## src/rtl/gpio_scan_pkg.sv

```systemverilog
// gpio_scan_pkg: shared pin-index type and lowest-set-bit helper for the GPIO input scanner
package gpio_scan_pkg;
    localparam int PIN_IDX_W = 5;
    typedef logic [PIN_IDX_W-1:0] pin_idx_t;

    function automatic pin_idx_t lowest_set(input logic [31:0] mask);
        pin_idx_t r;
        r = '0;
        for (int i = 31; i >= 0; i--)
            if (mask[i]) r = pin_idx_t'(i);
        return r;
    endfunction
endpackage

```

## src/rtl/gpio_debounce.sv

```systemverilog
// gpio_debounce: one pin -- 2-flop synchronizer, tick-sampled history and debounced level
module gpio_debounce #(
    parameter int DEB_SAMPLES = 3
) (
    input  logic clk,
    input  logic rst_n,
    input  logic din,
    input  logic tick,
    output logic level
);
    logic [1:0]             sync;
    logic [DEB_SAMPLES-1:0] hist;

    always_ff @(posedge clk or negedge rst_n) begin
        if (!rst_n) begin
            sync  <= '0;
            hist  <= '0;
            level <= 1'b0;
        end else begin
            sync <= {sync[0], din};
            if (tick) hist <= {hist[DEB_SAMPLES-2:0], sync[1]};
            level <= (&hist) ? 1'b1 : (~|hist) ? 1'b0 : level;
        end
    end
endmodule

```

## src/rtl/gpio_input_scan.sv

```systemverilog
// gpio_input_scan: debounced GPIO rising-edge scanner reporting pin indices over valid/ready
// Optional GPIO_SEQ_CHECK_EN adds a sticky check that accepted indices ascend by one.
module gpio_input_scan
    import gpio_scan_pkg::*;
#(
    parameter int NUM_PINS    = 32,
    parameter int DEB_DIV     = 12000,
    parameter int DEB_SAMPLES = 3
) (
    input  logic                clk,
    input  logic                rst_n,
    input  logic [NUM_PINS-1:0] gpio_in,
    output logic [NUM_PINS-1:0] level,
    output logic                evt_valid,
    input  logic                evt_ready,
    output pin_idx_t            evt_pin,
    output logic                overrun,
    input  logic                overrun_clr,
    output logic                seq_err
);
    localparam int CW = DEB_DIV > 1 ? $clog2(DEB_DIV) : 1;

    logic [CW-1:0]       cnt;
    logic                tick, free, ovf;
    logic [NUM_PINS-1:0] level_d, rise, pending, take, pending_nxt;
    pin_idx_t            sel;

    assign tick = cnt == CW'(DEB_DIV - 1);

    for (genvar i = 0; i < NUM_PINS; i++) begin : g_deb
        gpio_debounce #(.DEB_SAMPLES(DEB_SAMPLES)) u_deb (
            .clk   (clk),
            .rst_n (rst_n),
            .din   (gpio_in[i]),
            .tick  (tick),
            .level (level[i])
        );
    end

    // A rise landing on the bit being taken this cycle re-arms it without counting as overrun.
    always_comb begin
        free        = !evt_valid || evt_ready;
        rise        = level & ~level_d;
        sel         = lowest_set(32'(pending));
        take        = (free && |pending) ? NUM_PINS'(1) << sel : '0;
        ovf         = |(rise & pending & ~take);
        pending_nxt = (pending & ~take) | rise;
    end

    always_ff @(posedge clk or negedge rst_n) begin
        if (!rst_n) begin
            cnt       <= '0;
            level_d   <= '0;
            pending   <= '0;
            overrun   <= 1'b0;
            evt_valid <= 1'b0;
            evt_pin   <= '0;
        end else begin
            cnt     <= tick ? '0 : cnt + 1'b1;
            level_d <= level;
            pending <= pending_nxt;
            overrun <= ovf | (overrun & ~overrun_clr);
            if (free) begin
                evt_valid <= |pending;
                if (|pending) evt_pin <= sel;
            end
        end
    end

`ifdef GPIO_SEQ_CHECK_EN
    pin_idx_t exp_idx;

    // Expected index resyncs after every accept so one skipped pin flags once.
    always_ff @(posedge clk or negedge rst_n) begin
        if (!rst_n) begin
            exp_idx <= '0;
            seq_err <= 1'b0;
        end else if (evt_valid && evt_ready) begin
            if (evt_pin != exp_idx) seq_err <= 1'b1;
            exp_idx <= (evt_pin == pin_idx_t'(NUM_PINS - 1)) ? '0 : evt_pin + 1'b1;
        end
    end
`else
    assign seq_err = 1'b0;
`endif
endmodule
```

## config.mk

```make
export PLATFORM = sky130hd
export DESIGN_NAME = gpio_input_scan
export DESIGN_NICKNAME = d
export VERILOG_FILES = /design/src/rtl/gpio_scan_pkg.sv /design/src/rtl/gpio_debounce.sv /design/src/rtl/gpio_input_scan.sv
export SDC_FILE = /design/constraint.sdc
export NUM_CORES = 1
export LEC_CHECK = 0
export ABC_AREA = 1
export CORE_AREA = 10 10 263 189
export CTS_CLUSTER_SIZE = 30
export DETAILED_ROUTE_END_ITERATION = 10
export DIE_AREA = 0 0 273 199
export DONT_BUFFER_PORTS = 1
export PLACE_DENSITY = 0.35
export SYNTH_ARGS = -nofsm -noshare
export SYNTH_HDL_FRONTEND = slang
export SYNTH_SLANG_ARGS = --single-unit
```

## constraint.sdc

```tcl
create_clock -name clk -period 3.54 [get_ports clk]
set_input_delay 0.885 -clock clk [delete_from_list [all_inputs] [get_ports clk]]
set_output_delay 0.885 -clock clk [all_outputs]
set_load 0.05 [all_outputs]
```

# Yosys cells after proc, flatten, opt, wreduce, memory -nomap -nowiden
# Index checks and enable logic that the tools add are counted.
# op_classes
add_sub_neg,1
eq_ne,33
shift,1
n_mux,98
n_bitwise,10
reduce_logical,70
# op_table
op,n
two-way mux 5 bit,32
bitwise AND 32 bit,4
AND reduction 3 bit,32
OR reduction 3 bit,32
two-way mux 1 bit,64
"inequality test 2 x 1 -> 1 bit, second input constant",32
inverter 32 bit,2
OR reduction 32 bit,2
two-way mux 32 bit,1
OR 32 bit,1
"left shift 1 x 5 -> 32 bit, first input constant",1
"adder 14 x 1 -> 14 bit, second input constant",1
"== test 14 bit, second input constant",1
two-way mux 14 bit,1
AND reduction 2 bit,1
bitwise AND 1 bit,1
logical AND 1 bit,1
logical NOT 1 bit,1
logical OR 1 bit,1
inverter 1 bit,1
OR 1 bit,1
# totals
regBits,277
in_bits,36
output_inout_bits,40
elab_cells,315

# Depth between registers and ports, before layout
# Gate-level depths: netlist (run 1).
# depth
ltp_word,38
depth_mapped,40
mapped_depth_nobuf,40

# Modules after synthesis
# From an unflattened synthesis (run 1), not the netlist that was laid out.
# hier_totals
hier_cells,1192
hier_area_um2,10904.2
# modules_own_cells
mod,instances,cells_each,area_each_um2,seq_area_each_um2
gpio_debounce,32,21,212.7,150.1
gpio_input_scan,1,520,4097.7,2127.0

# Least setup slack after synthesis (run 1)
# Ideal clock, no wire load.
# synth_path
path_kind,register to register
from,register pending[30]
to,register overrun
t_arrival_ns,2.478
required_time_ns,3.421
path_slack_ns,0.944
stages_incl_launch_ff,41
period_less_slack_ns,2.596
path_cell_list,dfrtp_1 -> inv_1 -> nand2_1 -> nand2_1 -> nand2_1 -> nand2_1 -> nand2_1 -> nand2_1 -> nand2_1 -> nand2_1 -> nand2_1 -> nand2_1 -> nand2_1 -> nand2_1 -> nand2_1 -> nand2_1 -> nand2_1 -> nand2_1 -> [5 not listed] -> nand2_1 -> nand2_1 -> nand2_1 -> nand2_1 -> nand2_1 -> nand2_1 -> nand2_2 -> nand2_2 -> nand2_4 -> nand3_4 -> nor2_4 -> nand3_1 -> nand2_1 -> nand2_1 -> nor2_1 -> nand2_1 -> nor2_1 -> nand2_1
# synth_between
elab_chain_cells,37
# synth_rtl
element,line,rtl
from (decl),gpio_input_scan.sv:25,"logic [NUM_PINS-1:0] level_d, rise, pending, take, pending_nxt;"
from (signal assigned),gpio_input_scan.sv:61,pending <= pending_nxt;
two-way mux 5 bit (31 in a row),gpio_scan_pkg.sv:10,if (mask[i]) r = pin_idx_t'(i);
left shift 1 x 5 -> 32 bit,gpio_input_scan.sv:45,take = (free && |pending) ? NUM_PINS'(1) << sel : '0;
two-way mux 32 bit,gpio_input_scan.sv:45,
inverter 32 bit,gpio_input_scan.sv:46,ovf = |(rise & pending & ~take);
bitwise AND 32 bit (*),gpio_input_scan.sv:46,
OR reduction 32 bit (*),gpio_input_scan.sv:46,
OR 1 bit (*),gpio_input_scan.sv:62,overrun <= ovf | (overrun & ~overrun_clr);
to (signal assigned),gpio_input_scan.sv:62,
to (decl),gpio_input_scan.sv:17,"output logic overrun,"
# Mark *: on every way between the ends. The rest lies on a longest branch, timed or not.
# A chain may end at the register's enable or synchronous reset.

# Final worst setup path (run 1)
# Same ends and word-level chain as after synthesis.

==> results.sh, run 1 <==
export IMPL_status="completed"
export IMPL_synth_area_leaders="dfrtp_1 (63%), nand2_1 (8.0%), inv_1 (7.0%)"
export IMPL_area_delta_synth_final_pct=16.3
export IMPL_critical_path_most_common_cell="nand2_1"
export IMPL_synthXorXnorAreaFrac=0.00238
export IMPL_overflow=0
export IMPL_clkPwrFrac=0.357
export IMPL_leakage_nw=6.20
export IMPL_cp_num_buf_inv=1
export IMPL_placed_cell_area_um2=11600
export IMPL_ios=76
export IMPL_synth_most_common_cell="dfrtp_1"
export IMPL_vias=7462
export IMPL_switching_share=0.344
export IMPL_dieArea_um2=54300
export IMPL_ys_types=33
export IMPL_worst_pin_slew_ns=0.859
export IMPL_final_setup_worst_slack_ns=0.337
export IMPL_synth_compound_area_share=0.0922
export IMPL_cts_sinks=277
export IMPL_power_frac_comb=0.243
export IMPL_start_util=0.248
export IMPL_core_area_um2=44600
export IMPL_drt_first_pass_iters=4
export IMPL_slew_headroom=0.427
export IMPL_use_met1=0.154
export IMPL_syn_area_per_cell_um2=9.37
export IMPL_reg2reg_from="pending[30]"
export IMPL_intPower_mw=5.75
export IMPL_start_kind="flop"
export IMPL_power_per_cell_area_nw_per_um2=682
export IMPL_antenna_found_initial=0
export IMPL_clock_path_buffers=3
export IMPL_drtIter0Drc=499
export IMPL_place_ws_ns=0.312
export IMPL_grt_max_degree=278
export IMPL_rsz0062_at_grt="yes"
export IMPL_synthMuxAreaShare=0
export IMPL_slowest_delay_ns=0.39
export IMPL_p_total_mw=8.77
export IMPL_critical_path_class="flop to flop"
export IMPL_antenna_left=0
export IMPL_drive_gt1_frac=0.0941
export IMPL_setup_violations=0
export IMPL_yosys_area_share_simple=0.176
export IMPL_hold_viol=0
export IMPL_synth_ff_type="dfrtp_1"
export IMPL_rr_worst_depth=40
export IMPL_synth_largest_area_cell="dfrtp_1"
export IMPL_synthArstFlopShare=1.00
export IMPL_wire_per_inst_um=15.2
export IMPL_top_usage_layer="met1"
export IMPL_cap_violations=0
export IMPL_ys_seq_area_frac=0.627
export IMPL_slowest_stage="dfrtp_1"
export IMPL_die_w_um=273
export IMPL_port_buffers=0
export IMPL_grt_pass1_vias=7321
export IMPL_use_met3=0.0300
export IMPL_fin_skew_ns=0.0115
export IMPL_max_freq_ghz=0.312
export IMPL_synth_area_um2=11100
export IMPL_rr_endpoint="overrun"
export IMPL_arrival_ns=3.68
export IMPL_fin_crit_sh=0.905
export IMPL_cts_tree="built"
export IMPL_final_nets=1214
export IMPL_gp_congestion=0.831
export IMPL_h_tree_depth=1
export IMPL_clkTransAtPathRegs_ns=0.06
export IMPL_hp_class="primary input to asynchronous set/reset pin"
export IMPL_synth_top_family_by_area="simple AND/OR/NAND/NOR gates"
export IMPL_crit_path_end_kind="flop"
export IMPL_period_needed_ns=3.20
export IMPL_whs_ns=0.0451
export IMPL_switchingPower_mw=3.01
export IMPL_dp_cells=1739
export IMPL_stdcell_count=1804
export IMPL_ys_warn_count=0
export IMPL_crit_family="simple AND/OR/NAND/NOR gates"
export IMPL_synthAdderAreaFrac=0.00113
export IMPL_met2_usage=0.136
export IMPL_yosysTopAreaCellShare=0.627
export IMPL_synth_edf_count=0
export IMPL_cts_root_buf="clkbuf_16"
export IMPL_clk_latency_ns=0.59
export IMPL_synth_common_cells="dfrtp_1 (277), nand2_1 (235), inv_1 (206)"
export IMPL_syn_num_nets=1217
export IMPL_reg2reg_slack_ns=0.34
export IMPL_grt_pass1_wl_um=43600
export IMPL_synthCells=1180
export IMPL_routed_wirelength_um=27500
export IMPL_dieHeight_um=199
export IMPL_cp_max_fo=4
export IMPL_dp_hpwl_um=18700
export IMPL_pwr_share_seq=0.400
export IMPL_irDropWorstVdd_mv=0.414
export IMPL_diodes=0
export IMPL_rows=65
export IMPL_via_per_inst=4.14
export IMPL_slew_viol_final=0
export IMPL_postLayoutCellArea_um2=12900
export IMPL_numCtsBuffers=31
export IMPL_drc=0
export IMPL_crit_required_ns=4.02
export IMPL_grtUsageTotal=0.102
export IMPL_ys_seq_elements=277
==> registers in the layout, indices dropped and copies added (netlist names) <==
register	flops
overrun	1
evt_valid	1
evt_pin	5
pending	32
level_d	32
g_deb.u_deb.hist	96
g_deb.u_deb.level	32
g_deb.u_deb.sync	64
cnt	14
==> power by group through the flow <==
stage | registers, mW | logic (mW) | clock network (mW)
final | 3.51 | 2.13 | 3.13
after global placement | 3.56 | 1.75 | 0
after floorplan | 3.51 | 1.03 | 0
after global routing | 3.52 | 2.28 | 3.42
after CTS | 3.50 | 1.71 | 3.29
after detailed placement | 3.56 | 1.70 | 0
==> through the flow <==
stage | util | TNS [ns]
after floorplan | - | 0
after global placement | 0.260 | 0
after detailed placement | 0.260 | 0
after CTS | 0.282 | 0
after global routing | 0.288 | -0.0232
final | 0.288 | 0
==> worst max path at each step <==
stage / cells after the start / start / slack, ns / endpoint
finish: 40 / pending[30] / 0.34 / overrun
global route: 40 / pending[30] / -0.02 / overrun
CTS: 38 / pending[31] / 0.30 / overrun
detailed placement: 38 / pending[31] / 0.31 / overrun
global placement: 38 / pending[31] / 0.26 / overrun
floorplan: 40 / pending[30] / 0.94 / overrun
==> cell type report <==
cell class	count	area (um^2)
sequential	277	6930
inverter	207	777
clock buffer	45	908
fill	4674	31800
timing repair buffer	23	230
multi-input combinational	637	3170
clock inverter	12	80.1
tap	603	754
==> layer usage <==
layer	up-vias	routed length (um)
met4	0	662
met2	152	10900
met1	3575	14200
met3	43	1730
li1	3692	-
met5	-	0
==> cells in the final DEF (no fill, tap or decap), types with 2 or more instances in the layout <==
master	n
clkbuf_1	6
a31oi_1	2
clkbuf_16	31
dfrtp_1	277
o21ai_0	149
a22o_1	4
a21oi_1	6
nor2_4	5
clkinvlp_4	2
nand2_4	4
inv_1	206
nand3_4	5
xor2_1	3
nand3_1	62
o2bb2ai_1	15
clkbuf_8	8
nand4_1	17
buf_12	3
nor4_1	4
nor3b_1	2
o21ai_1	3
nor3_1	34
clkinv_2	9
nand3_2	7
nor2_1	62
nand2_2	5
nor3_2	2
nor2_2	2
nand2_1	230
buf_4	19
or2_2	4
==> logic make-up (layout without fill, tap and decap cells) <==
family / count (synthesis) / after routing
XOR/XNOR: 3 / 3
flip-flops: 277 / 277
other: 1 / 1
buffers and inverters: 266 / 287
AND/OR/NAND/NOR: 447 / 447
adder cells (fa/ha/maj): 1 / 1
AO/OA/AOI/OAI: 185 / 185
==> repair_timing <==
| item | in CTS | in global routing |
|---|---|---|
| setup buffers | 0 | 7 |
| endpoints found under the hold margin | 152 | 115 |
| setup endpoints to repair | 0 | 1 |
| gates resized for setup | 0 | 36 |
No activity file was read; power rests on OpenSTA's default activity.
==> run 2: changes to the inputs <==
- GPL_ROUTABILITY_DRIVEN: unset -> 0
- PLACE_DENSITY: 0.35 -> 0.48
- clock period: 3.54 -> 2.6 ns (I/O delays scaled with it)
==> run 2 against run 1 <==
Effect of this change:
- the flow now finishes with violations (negative hold slack, negative setup slack)
- core utilization is 1.8 points higher
- critical endpoint unchanged
- via count is 3.2% higher
- cell area is 6.2% higher
- final cell count is 4.0% higher
==> results.sh, run 2 (synthesis results as in run 1) <==
export IMPL_overflow=0
export IMPL_drive_gt1_frac=0.163
export IMPL_slowest_delay_ns=0.38
export IMPL_clkPwrFrac=0.341
export IMPL_mostFrequentLayoutCells="dfrtp_1 (277), nand2_1 (224), inv_1 (205)"
export IMPL_crit_required_ns=3.06
export IMPL_status="complete, but fails checks"
export IMPL_crit_path_end_kind="flop"
export IMPL_final_setup_worst_slack_ns=-0.513
export IMPL_grt_max_degree=278
export IMPL_cp_num_buf_inv=5
export IMPL_cts_root_buf="clkbuf_16"
export IMPL_dieArea_um2=54300
export IMPL_reg2reg_from="pending[30]"
export IMPL_routed_wirelength_um=26400
export IMPL_critical_path_class="flop to flop"
export IMPL_clock_path_buffers=3
export IMPL_drtIter0Drc=561
export IMPL_rr_worst_depth=27
export IMPL_fin_skew_ns=0.00927
export IMPL_hp_class="primary input to asynchronous set/reset pin"
export IMPL_power_frac_comb=0.303
export IMPL_dieHeight_um=199
export IMPL_intPower_mw=8.98
export IMPL_slew_headroom=0.479
export IMPL_numCtsBuffers=30
export IMPL_cp_max_fo=4
export IMPL_leakage_nw=6.61
export IMPL_ios=76
export IMPL_slew_viol_final=0
export IMPL_antenna_left=0
export IMPL_fill_cells=4605
export IMPL_dp_hpwl_um=18000
export IMPL_switching_share=0.328
export IMPL_wire_per_inst_um=14.1
export IMPL_rows=65
export IMPL_clkTransAtPathRegs_ns=0.06
export IMPL_cts_sinks=277
export IMPL_h_tree_depth=1
export IMPL_worst_pin_slew_ns=0.782
export IMPL_final_setup_tns_ns=-6.19
export IMPL_area_delta_synth_final_pct=23.5
export IMPL_setup_violations=31
export IMPL_arrival_ns=3.57
export IMPL_start_util=0.248
export IMPL_reg2reg_slack_ns=-0.51
export IMPL_critical_path_most_common_cell="nand2_1"
export IMPL_pwr_share_seq=0.356
export IMPL_drc=0
export IMPL_fin_crit_sh=1.20
export IMPL_rr_endpoint="overrun"
export IMPL_final_nets=1287
export IMPL_grtUsageTotal=0.0975
export IMPL_core_area_um2=44600
export IMPL_violations="negative hold slack, negative setup slack"
export IMPL_port_buffers=0
export IMPL_hold_viol=277
export IMPL_switchingPower_mw=4.39
export IMPL_largest_reg_flops=96
export IMPL_largest_register="g_deb.u_deb.hist"
export IMPL_rsz0062_at_grt="yes"
export IMPL_cts_tree="built"
export IMPL_drt_first_pass_iters=5
export IMPL_crit_family="simple AND/OR/NAND/NOR gates"
export IMPL_die_w_um=273
export IMPL_whs_ns=-0.215
export IMPL_largestRegisters="g_deb.u_deb.hist x96, g_deb.u_deb.sync x64"
export IMPL_final_common_cell="dfrtp_1"
export IMPL_grt_pass1_vias=7617
export IMPL_irDropWorstVdd_mv=0.797
export IMPL_clk_latency_ns=0.57
export IMPL_max_freq_ghz=0.321
export IMPL_via_per_inst=4.11
export IMPL_vias=7701
export IMPL_diodes=0
export IMPL_period_needed_ns=3.11
export IMPL_slowest_stage="dfrtp_1"
export IMPL_cap_violations=0
export IMPL_power_per_cell_area_nw_per_um2=979
export IMPL_grt_pass1_wl_um=42600
export IMPL_antenna_found_initial=0
export IMPL_p_total_mw=13.4
export IMPL_start_kind="flop"
-- run 2: cell types whose count changed in the layout (fill, tap and decap cells not counted), sizes merged --
cell | previous run | this run
buf | 23 | 97
bufinv | 0 | 5
clkbuf | 45 | 39
clkinvlp | 2 | 1
-- run 2: how the worst max path moves through the flow --
stage,endpoint,cells past startpoint,from
2_1_floorplan,overrun,40,pending[30]
3_3_place_gp,overrun,38,pending[31]
3_5_place_dp,overrun,38,pending[30]
4_1_cts,overrun,40,pending[30]
5_1_grt,overrun,40,pending[30]
6_report,overrun,27,pending[30]
-- run 2: what timing repair did --
action,in CTS,in global routing
resized for setup,59,44
endpoints found under the hold margin,277,277
endpoints found under the setup margin,29,35
pin swaps,8,19
setup buffers,15,7
-- run 2: cell type report --
class / count / area (um^2) / share of cell area
clock buffer: 39 / 846 / 0.0619
clock inverter: 16 / 215 / 0.0158
inverter: 207 / 777 / 0.0569
multi-input combinational: 637 / 3270 / 0.239
sequential: 277 / 6930 / 0.508
tap: 603 / 754 / 0.0553
timing repair buffer: 97 / 865 / 0.0633
-- run 2: per-layer routing --
layer	GRT usage	routed length, um	up-vias
li1	-	-	3856
met1	0.141	13300	3641
met2	0.139	10800	165
met3	0.0316	1880	39
met4	0.0202	500	0
met5	0	0	-
-- run 2: metrics by stage --
stage / cell area [um^2] / setup WS (ns) / utilization / cells / hold slack [ns]
global route: 13700 / -0.871 / 0.306 / 1876 / -0.255
finish: 13700 / -0.513 / 0.306 / 1876 / -0.215
detailed placement: 12100 / -0.494 / 0.271 / 1805 / 0.335
global placement: 12100 / -0.513 / 0.271 / 1805 / 0.334
floorplan: 11100 / 0.00365 / - / 1180 / 0.331
CTS: 13500 / -0.407 / 0.302 / 1872 / -0.250
-- run 2: power by group through the flow --
| stage | Sequential (mW) | Combinational, mW | Clock [mW] |
|---|---|---|---|
| final | 4.76 | 4.05 | 4.56 |
| after global routing | 4.79 | 4.28 | 4.93 |
| after CTS | 4.76 | 3.59 | 4.75 |
| after detailed placement | 4.84 | 2.85 | 0 |
| after global placement | 4.84 | 2.84 | 0 |
| after floorplan | 4.78 | 1.40 | 0 |
==> run 3: changes to the inputs <==
- CAP_MARGIN: unset -> 20
- CORE_AREA: 10 10 263 189 -> 3 3 254 181
- DIE_AREA: 0 0 273 199 -> 0 0 257 184
- SYNTH_HIERARCHICAL: unset -> 1
==> run 3 against run 2 <==
Effect of this change:
- the run still ends with negative hold slack, negative setup slack left
- area after synthesis down 1.4%
- maximum frequency down 2.3%
- clock skew about the same
- core utilization up 0.70 points
- critical path depth up 10
==> results.sh, run 3 <==
export IMPL_numCtsBuffers=31
export IMPL_clkTransAtPathRegs_ns=0.06
export IMPL_fin_skew_ns=0.00915
export IMPL_dp_hpwl_um=16800
export IMPL_routed_wirelength_um=25100
export IMPL_via_per_inst=4.04
export IMPL_synth_common_cells="nand2_1 (293), dfrtp_1 (277), inv_1 (246)"
export IMPL_drtIter0Drc=512
export IMPL_dieHeight_um=184
export IMPL_syn_area_per_cell_um2=9.15
export IMPL_cts_root_buf="clkbuf_16"
export IMPL_slew_viol_final=0
export IMPL_final_setup_tns_ns=-7.55
export IMPL_area_delta_synth_final_pct=25.2
export IMPL_die_w_um=257
export IMPL_arrival_ns=3.65
export IMPL_ys_seq_elements=277
export IMPL_largest_reg_flops=96
export IMPL_mostFrequentLayoutCells="dfrtp_1 (277), nand2_1 (274), inv_1 (245)"
export IMPL_max_freq_ghz=0.314
export IMPL_synth_most_common_cell="nand2_1"
export IMPL_setup_violations=34
export IMPL_whs_ns=-0.211
export IMPL_grtUsageTotal=0.107
export IMPL_core_area_um2=43600
export IMPL_drive_gt1_frac=0.155
export IMPL_ys_types=35
export IMPL_worst_pin_slew_ns=0.688
export IMPL_fin_crit_sh=1.23
export IMPL_dieArea_um2=47300
export IMPL_final_common_cell="dfrtp_1"
export IMPL_slowest_delay_ns=0.38
export IMPL_grt_max_degree=278
export IMPL_critical_path_most_common_cell="nand2_1"
export IMPL_final_core_util=0.313
export IMPL_hold_viol=277
export IMPL_period_needed_ns=3.19
export IMPL_clk_latency_ns=0.57
export IMPL_crit_path_end_kind="flop"
export IMPL_reg2reg_from="pending[31]"
export IMPL_crit_start="pending[31]"
export IMPL_cp_max_fo=6
export IMPL_grt_pass1_wl_um=40800
export IMPL_crit_family="simple AND/OR/NAND/NOR gates"
export IMPL_rows=64
export IMPL_start_kind="flop"
export IMPL_synthCells=1192
export IMPL_ys_warn_count=6
export IMPL_leakage_nw=6.74
export IMPL_status="complete, but fails checks"
export IMPL_port_buffers=0
export IMPL_synth_area_um2=10900
export IMPL_ys_seq_area_frac=0.636
export IMPL_drt_first_pass_iters=5
export IMPL_synthArstFlopShare=1.00
export IMPL_largest_register="g_deb.u_deb/hist"
export IMPL_vias=7793
export IMPL_ios=76
export IMPL_p_total_mw=12.7
export IMPL_start_util=0.250
export IMPL_wire_per_inst_um=13.0
export IMPL_synth_ff_type="dfrtp_1"
export IMPL_power_per_cell_area_nw_per_um2=930
export IMPL_slew_headroom=0.541
export IMPL_antenna_found_initial=0
export IMPL_syn_num_nets=1229
export IMPL_antenna_left=0
export IMPL_final_nets=1346
export IMPL_h_tree_depth=1
export IMPL_synth_area_leaders="dfrtp_1 (64%), nand2_1 (10%), inv_1 (8.5%)"
export IMPL_critical_path_class="flop to flop"
export IMPL_overflow=0
export IMPL_irDropWorstVdd_mv=0.631
export IMPL_hp_class="primary input to asynchronous set/reset pin"
export IMPL_largestRegisters="g_deb.u_deb/hist x96, g_deb.u_deb/sync x64"
export IMPL_slowest_stage="dfrtp_1"
export IMPL_cap_violations=0
export IMPL_crit_required_ns=3.06
export IMPL_final_setup_worst_slack_ns=-0.587
export IMPL_cts_sinks=277
export IMPL_clock_path_buffers=3
export IMPL_drc=0
export IMPL_yosysTopAreaCellShare=0.636
export IMPL_cts_tree="built"
export IMPL_cp_num_buf_inv=1
export IMPL_rsz0062_at_grt="yes"
export IMPL_place_ws_ns=-0.565
export IMPL_violations="negative hold slack, negative setup slack"
export IMPL_synth_largest_area_cell="dfrtp_1"
export IMPL_synth_edf_count=0
export IMPL_diodes=0
export IMPL_grt_pass1_vias=7493
run 3: cell count changes in the layout (fill, tap and decap cells not counted), sizes merged, moves of 3 or more:
cell      change
nand3        +32
o21ai        -27
buf           -6
clkinvlp      +3
nand2        +58
inv          +39
nor3         -28
nor2          +4
o2bb2ai      -15
run 3: timing repair:
item                                    4_1_cts  5_1_grt
resized for setup                            27       49
endpoints found under the setup margin       33       34
setup buffers                                 5        7
pin swaps                                     7       28
endpoints found under the hold margin       277      277
run 3: logic make-up (layout without fill, tap and decap cells):
kind of cell,Yosys count,count (layout),share of synthesized area
adder cells (fa/ha/maj),1,1,0.00115
AO/OA/AOI/OAI,144,144,0.0702
AND/OR/NAND/NOR,510,510,0.201
XOR/XNOR,5,5,0.00402
buffers and inverters,254,395,0.0879
other,1,1,0.000344
flip-flops,277,277,0.636
run 3: worst paths after layout:
kind	to	slack, ns	cells past startpoint
min in group clk	g_deb[27].u_deb/sync[0]	0.11	0
max in group asynchronous	g_deb[27].u_deb/hist[1]	2.29	0
worst max register to register	overrun	-0.59	37
worst min-delay path	g_deb[29].u_deb/sync[1]	-0.21	0
worst max-delay path	overrun	-0.59	37
worst min register to register	g_deb[19].u_deb/sync[1]	0.34	0
run 3: final cells by class:
type,instances,area [um^2]
clock buffer,38,842
sequential,277,6930
tap,594,743
timing repair buffer,91,758
multi-input combinational,661,3230
inverter,247,931
clock inverter,19,213
fill,4481,30000
run 3: layer usage:
layer  track usage  part of all wire  vias to the layer above
li1              -                 -                     3934
met1         0.162              0.51                     3678
met2         0.148              0.40                      144
met3        0.0314             0.065                       37
met4        0.0238             0.021                        0
met5             0                 0                        -
run 3: power by group:
| part | switching (mW) | leakage (nW) | total, mW | internal, mW |
|---|---|---|---|---|
| Clock | 1.83 | 0.521 | 4.53 | 2.70 |
| Combinational | 2.01 | 2.61 | 3.42 | 1.41 |
| Sequential | 0.247 | 3.61 | 4.74 | 4.49 |
| Total | 4.09 | 6.74 | 12.7 | 8.61 |
run 3: stage by stage:
step                      instances  hold WS [ns]  instance area [um^2]
after floorplan                1192         0.331                 10900
after global placement         1862         0.332                 12300
after detailed placement       1862         0.336                 12300
after CTS                      1923        -0.257                 13500
after global routing           1927        -0.255                 13700
final                          1927        -0.211                 13700
